[src/rtl/priority_scan_enc.sv]
// Captures a hit vector and emits the index of each set bit, one per accepted beat, in priority order.
// Optional macro PRIORITY_SCAN_CNT_EN adds out_cnt (popcount of the captured vector).
module priority_scan_enc #(
    parameter int WIDTH     = 16,
    parameter int IDX_W     = 4,
    parameter int MSB_FIRST = 1
) (
    input  logic             clk,
    input  logic             rst_n,
    input  logic             in_valid,
    output logic             in_ready,
    input  logic [WIDTH-1:0] in_vec,
    output logic             out_valid,
    input  logic             out_ready,
    output logic [IDX_W-1:0] out_idx,
    output logic             out_last,
    output logic             out_none
`ifdef PRIORITY_SCAN_CNT_EN
    ,output logic [IDX_W:0]  out_cnt
`endif
);

    generate
        if (IDX_W != $clog2(WIDTH) || WIDTH < 2 || WIDTH > 256) begin : g_param_err
            $fatal(1, "priority_scan_enc: IDX_W must equal clog2(WIDTH), WIDTH in 2..256");
        end
    endgenerate

    typedef enum logic [1:0] {ST_IDLE, ST_SCAN, ST_NONE} state_t;

    state_t           r_state, w_state_nxt;
    logic [WIDTH-1:0] r_work, w_work_nxt;
    logic             w_in_ready_nxt, w_out_valid_nxt, w_out_last_nxt, w_out_none_nxt;
    logic [IDX_W-1:0] w_out_idx_nxt;
    logic [WIDTH-1:0] w_work_clr;

    function automatic logic [IDX_W-1:0] f_prio(input logic [WIDTH-1:0] v);
        f_prio = '0;
        if (MSB_FIRST != 0) begin
            for (int i = 0; i < WIDTH; i++) if (v[i]) f_prio = IDX_W'(i);
        end else begin
            for (int i = WIDTH - 1; i >= 0; i--) if (v[i]) f_prio = IDX_W'(i);
        end
    endfunction

    function automatic logic f_single(input logic [WIDTH-1:0] v);
        f_single = (v != '0) && ((v & (v - WIDTH'(1))) == '0);
    endfunction

`ifdef PRIORITY_SCAN_CNT_EN
    logic [IDX_W:0] w_out_cnt_nxt;

    function automatic logic [IDX_W:0] f_popcnt(input logic [WIDTH-1:0] v);
        f_popcnt = '0;
        for (int i = 0; i < WIDTH; i++) f_popcnt = f_popcnt + (IDX_W+1)'(v[i]);
    endfunction
`endif

    // Work vector with the currently presented bit removed.
    assign w_work_clr = r_work & ~(WIDTH'(1) << out_idx);

    // Every output is registered: the next-cycle values are computed here and
    // loaded on the edge, so nothing combinational reaches an output port.
    always_comb begin
        w_state_nxt     = r_state;
        w_work_nxt      = r_work;
        w_in_ready_nxt  = in_ready;
        w_out_valid_nxt = out_valid;
        w_out_idx_nxt   = out_idx;
        w_out_last_nxt  = out_last;
        w_out_none_nxt  = out_none;
`ifdef PRIORITY_SCAN_CNT_EN
        w_out_cnt_nxt   = out_cnt;
`endif
        case (r_state)
            ST_IDLE: begin
                w_in_ready_nxt = 1'b1;
                if (in_valid && in_ready) begin
                    w_work_nxt      = in_vec;
                    w_in_ready_nxt  = 1'b0;
                    w_out_valid_nxt = 1'b1;
                    if (in_vec != '0) begin
                        w_state_nxt    = ST_SCAN;
                        w_out_idx_nxt  = f_prio(in_vec);
                        w_out_last_nxt = f_single(in_vec);
                        w_out_none_nxt = 1'b0;
`ifdef PRIORITY_SCAN_CNT_EN
                        w_out_cnt_nxt  = f_popcnt(in_vec);
`endif
                    end else begin
                        w_state_nxt    = ST_NONE;
                        w_out_idx_nxt  = '0;
                        w_out_last_nxt = 1'b1;
                        w_out_none_nxt = 1'b1;
`ifdef PRIORITY_SCAN_CNT_EN
                        w_out_cnt_nxt  = '0;
`endif
                    end
                end
            end
            ST_SCAN: begin
                if (out_ready) begin
                    w_work_nxt = w_work_clr;
                    if (out_last) begin
                        w_state_nxt     = ST_IDLE;
                        w_in_ready_nxt  = 1'b1;
                        w_out_valid_nxt = 1'b0;
                        w_out_idx_nxt   = '0;
                        w_out_last_nxt  = 1'b0;
                    end else begin
                        w_out_idx_nxt  = f_prio(w_work_clr);
                        w_out_last_nxt = f_single(w_work_clr);
                    end
                end
            end
            ST_NONE: begin
                if (out_ready) begin
                    w_state_nxt     = ST_IDLE;
                    w_in_ready_nxt  = 1'b1;
                    w_out_valid_nxt = 1'b0;
                    w_out_last_nxt  = 1'b0;
                    w_out_none_nxt  = 1'b0;
                end
            end
            default: begin
                w_state_nxt     = ST_IDLE;
                w_in_ready_nxt  = 1'b0;
                w_out_valid_nxt = 1'b0;
            end
        endcase
    end

    always_ff @(posedge clk or negedge rst_n) begin
        if (!rst_n) begin
            r_state   <= ST_IDLE;
            r_work    <= '0;
            in_ready  <= 1'b0;
            out_valid <= 1'b0;
            out_idx   <= '0;
            out_last  <= 1'b0;
            out_none  <= 1'b0;
`ifdef PRIORITY_SCAN_CNT_EN
            out_cnt   <= '0;
`endif
        end else begin
            r_state   <= w_state_nxt;
            r_work    <= w_work_nxt;
            in_ready  <= w_in_ready_nxt;
            out_valid <= w_out_valid_nxt;
            out_idx   <= w_out_idx_nxt;
            out_last  <= w_out_last_nxt;
            out_none  <= w_out_none_nxt;
`ifdef PRIORITY_SCAN_CNT_EN
            out_cnt   <= w_out_cnt_nxt;
`endif
        end
    end

endmodule
[config.mk]
export PLATFORM = sky130hd
export DESIGN_NAME = priority_scan_enc
export DESIGN_NICKNAME = d
export VERILOG_FILES = /design/src/rtl/priority_scan_enc.sv
export SDC_FILE = /design/constraint.sdc
export NUM_CORES = 1
export LEC_CHECK = 0
export CAP_MARGIN = 25
export CORE_MARGIN = 5
export CORE_UTILIZATION = 57
export DETAILED_ROUTE_END_ITERATION = 8
export GPL_TIMING_DRIVEN = 0
export MAX_ROUTING_LAYER = met4
export PLACE_DENSITY_LB_ADDON = 0.1
export SLEW_MARGIN = 20
export SYNTH_ARGS = -nofsm -noshare
export SYNTH_HDL_FRONTEND = slang
export SYNTH_SLANG_ARGS = --single-unit
[constraint.sdc]
create_clock -name clk -period 2.9 [get_ports clk]
set_clock_uncertainty 0.2 [all_clocks]
set_input_delay 0.58 -clock clk [delete_from_list [all_inputs] [get_ports clk]]
set_output_delay 0.58 -clock clk [all_outputs]
set_load 0.05 [all_outputs]
==> flow_metrics.tcl <==
set metrics [dict create \
    fin_nets 361 \
    ant_nets 0 \
    die_w_um 74.0 \
    grt_max_degree 27 \
    io_buffers 25 \
    yosys.area.top_type "dfrtp_1" \
    grt_use_met2_pct 39.1 \
    pwr-share-seq_pct 24.5 \
    cts_resized 1 \
    powerDensity_mw_per_mm2 1040 \
    async_flop_share_pct 100 \
    path_clk_slew_ps 80 \
    cts_hold_buf 0 \
    synth_area_mm2 0.00234 \
    routed_via_density 6.61 \
    clockBufferDepth 2 \
    endpoint_kind "flop" \
    slew_viol_final 0 \
    cts_htree_levels 1 \
    pre_cts_ws_ps -324 \
    drc 0 \
    setup_viol 0 \
    hold_viol 0 \
    synth_edf_count 0 \
    worst-r2r-setup-slack_ps 330 \
    yosys-top-cells-area "dfrtp_1, a21oi_1, nor2_1" \
    drt_iter0_markers 302 \
    first_global_vias 2272 \
    cts_tree "built" \
    p_comb_share_pct 68.2 \
    setup_ws_ps 154 \
    yosys_warnings 0 \
    cts_setup_buffers 0 \
    cp_top_family "simple AND/OR/NAND/NOR gates" \
    fin_crit_sh_pct 94.7 \
    grtUsageTotal_pct 26.8 \
    max_stage_delay_ps 550 \
    utilization_pct 67.3 \
    worst_slew_pin_slew_ps 631 \
    place_hpwl_um 5180 \
    synth-seq-cells 26 \
    pin_count 28 \
    fin_tns_setup_ps 0 \
    grtUsageMet3_pct 5.00 \
    synth_top_area_share_pct 27.9 \
    drive_gt1_share_pct 8.36 \
    relSlewSlack_pct 57.9 \
    cts_buffers 3 \
    grt_pass1_wl_um 11000 \
    synth_cells 307 \
    required_ps 2840 \
    critical_path.max_fanout 6 \
    finalCriticalPeriod_ps 2750 \
    avgRoutedWirePerCell_um 17.8 \
    power.internal_mw 1.35 \
    status "finished, final reports clean" \
    syn_area_per_cell_um2 7.61 \
    r2r_end "r_work[9]" \
    routed_wirelength_um 6850 \
    root_buffer "clkbuf_8" \
    sw_frac_of_total_pct 52.0 \
    ys_seq_area_share_pct 27.9 \
    whs_ps 108 \
    cap_violations 0 \
    layout-area-overhead-vs-synth_pct 15.3 \
    rows 23 \
    cts_sinks 26 \
    use_met1_pct 37.8 \
    rsz0062_at_grt "false" \
    p_leak_nw 1.08 \
    total_power_mw 2.81 \
    irDropWorstVdd_mv 0.557 \
    die_y_um 74.0 \
    core_mm2 0.00400 \
    start_util_pct 58.4 \
    busiest_layer "met2" \
    grt_antenna_before_repair 0 \
    max_freq_mhz 364 \
    power_switching_mw 1.46 \
    cp_slowest_cell "or4_1" \
    worst_hold_path_type "primary input to async pin" \
    critPathKind "primary input to flop" \
    grt_overflow 0 \
    clockPowerShare_pct 7.3 \
    firstDrtPassIters 5 \
    synth_nets 331 \
    start_kind "primary input" \
    r2r-start "r_state[1]" \
    critPathArrivalTime_ps 2680 \
    crit_chain "clkdlybuf4s50_1, or4_1, or2_2, nor3_2, nor2_1, a22oi_1, a21oi_1" \
    synthFlopType "dfrtp_1" \
    die-area_mm2 0.00548 \
    insertion_delay_ps 270 \
    reg2regPathDepth 8 \
    path_buf_inv 1 \
    insertedDiodeCount 0 \
    synth.distinct_cells 54 \
    place_congestion 0.953 \
    num_vias 2544 \
]
registers in the layout, indices dropped and copies added, names as in the netlist:
signal and count:
out_last 1, in_ready 1, r_work 16, out_idx 4, out_valid 1, out_none 1
r_state 2
cells in the final DEF, fill, tap and decap left out, types with 9 or more instances in the layout:
cell / n
nor2_1: 36
nand2_1: 32
a21oi_1: 31
o21ai_0: 26
dfrtp_1: 26
clkdlybuf4s50_1: 24
clkbuf_1: 12
a22o_1: 11
mux2i_1: 10
inv_1: 9
mux2_2: 9
synthesized netlist by cell type (5+ instances only):
cell type,n
clkbuf_1,12
a22o_1,11
nor2b_1,6
nand2_1,32
nand3_1,5
nor2_1,37
o21ai_0,26
a21oi_1,31
mux2_2,9
mux2i_1,10
nand2b_1,5
or2_2,5
dfrtp_1,26
a31oi_1,7
inv_1,9
nor3_1,8
area by class of cell:
| cell class | count | area [µm²] |
|---|---|---|
| flip-flops and latches | 26 | 651 |
| repair buffers | 25 | 245 |
| clock buffers | 3 | 41.3 |
| fillers | 325 | 1310 |
| well taps | 50 | 62.6 |
| multi-input cells | 253 | 1580 |
| inverters | 9 | 33.8 |
| plain buffers | 19 | 83.8 |
worst max path at each step:
stage,start,to,depth (start not counted)
finish,in_vec[3],out_idx[1],7
global route,in_vec[3],out_idx[1],7
CTS,in_vec[3],out_idx[1],7
detailed placement,in_vec[3],out_idx[1],7
global placement,in_vec[3],out_idx[1],7
floorplan,out_idx[0],out_idx[3],7
worst register-to-register path, stage by stage (launching register included):
cell      delay, ps
dfrtp_1         410
inv_1           110
ha_1            150
clkbuf_1        260
clkbuf_1        400
clkbuf_1        550
o21ai_0         190
nand2_1         120
a22o_1          130
metal layers:
metal | part of all wire [%] | vias to the layer above
met5 | 0 | -
met4 | 2.0 | 0
met3 | 9.1 | 16
met2 | 45 | 149
met1 | 44 | 1188
li1 | - | 1191
power groups by stage:
stage               Clock (mW)  Combinational, mW  Sequential, mW
floorplan                    0               1.29           0.758
global placement             0               1.85           0.681
detailed placement           0               1.86           0.686
CTS                      0.208               1.87           0.679
global route             0.228               2.09           0.706
finish                   0.206               1.92           0.687
stage by stage:
step / std cells / area (µm²)
finish: 385 / 2690
global route: 385 / 2690
CTS: 385 / 2690
detailed placement: 382 / 2640
global placement: 382 / 2650
floorplan: 307 / 2340
cell families (layout without fill, tap and decap cells):
group | Yosys count | count (layout) | synth area share (%)
xor+xnor | 2 | 2 | 0.750
mux | 19 | 19 | 8.62
flops | 26 | 26 | 27.9
compound gates | 112 | 112 | 31.4
simple gates | 113 | 113 | 22.9
buf+inv | 28 | 56 | 5.03
fa+ha+maj | 7 | 7 | 3.43
Note: power is estimated with default switching activity, not from simulation.
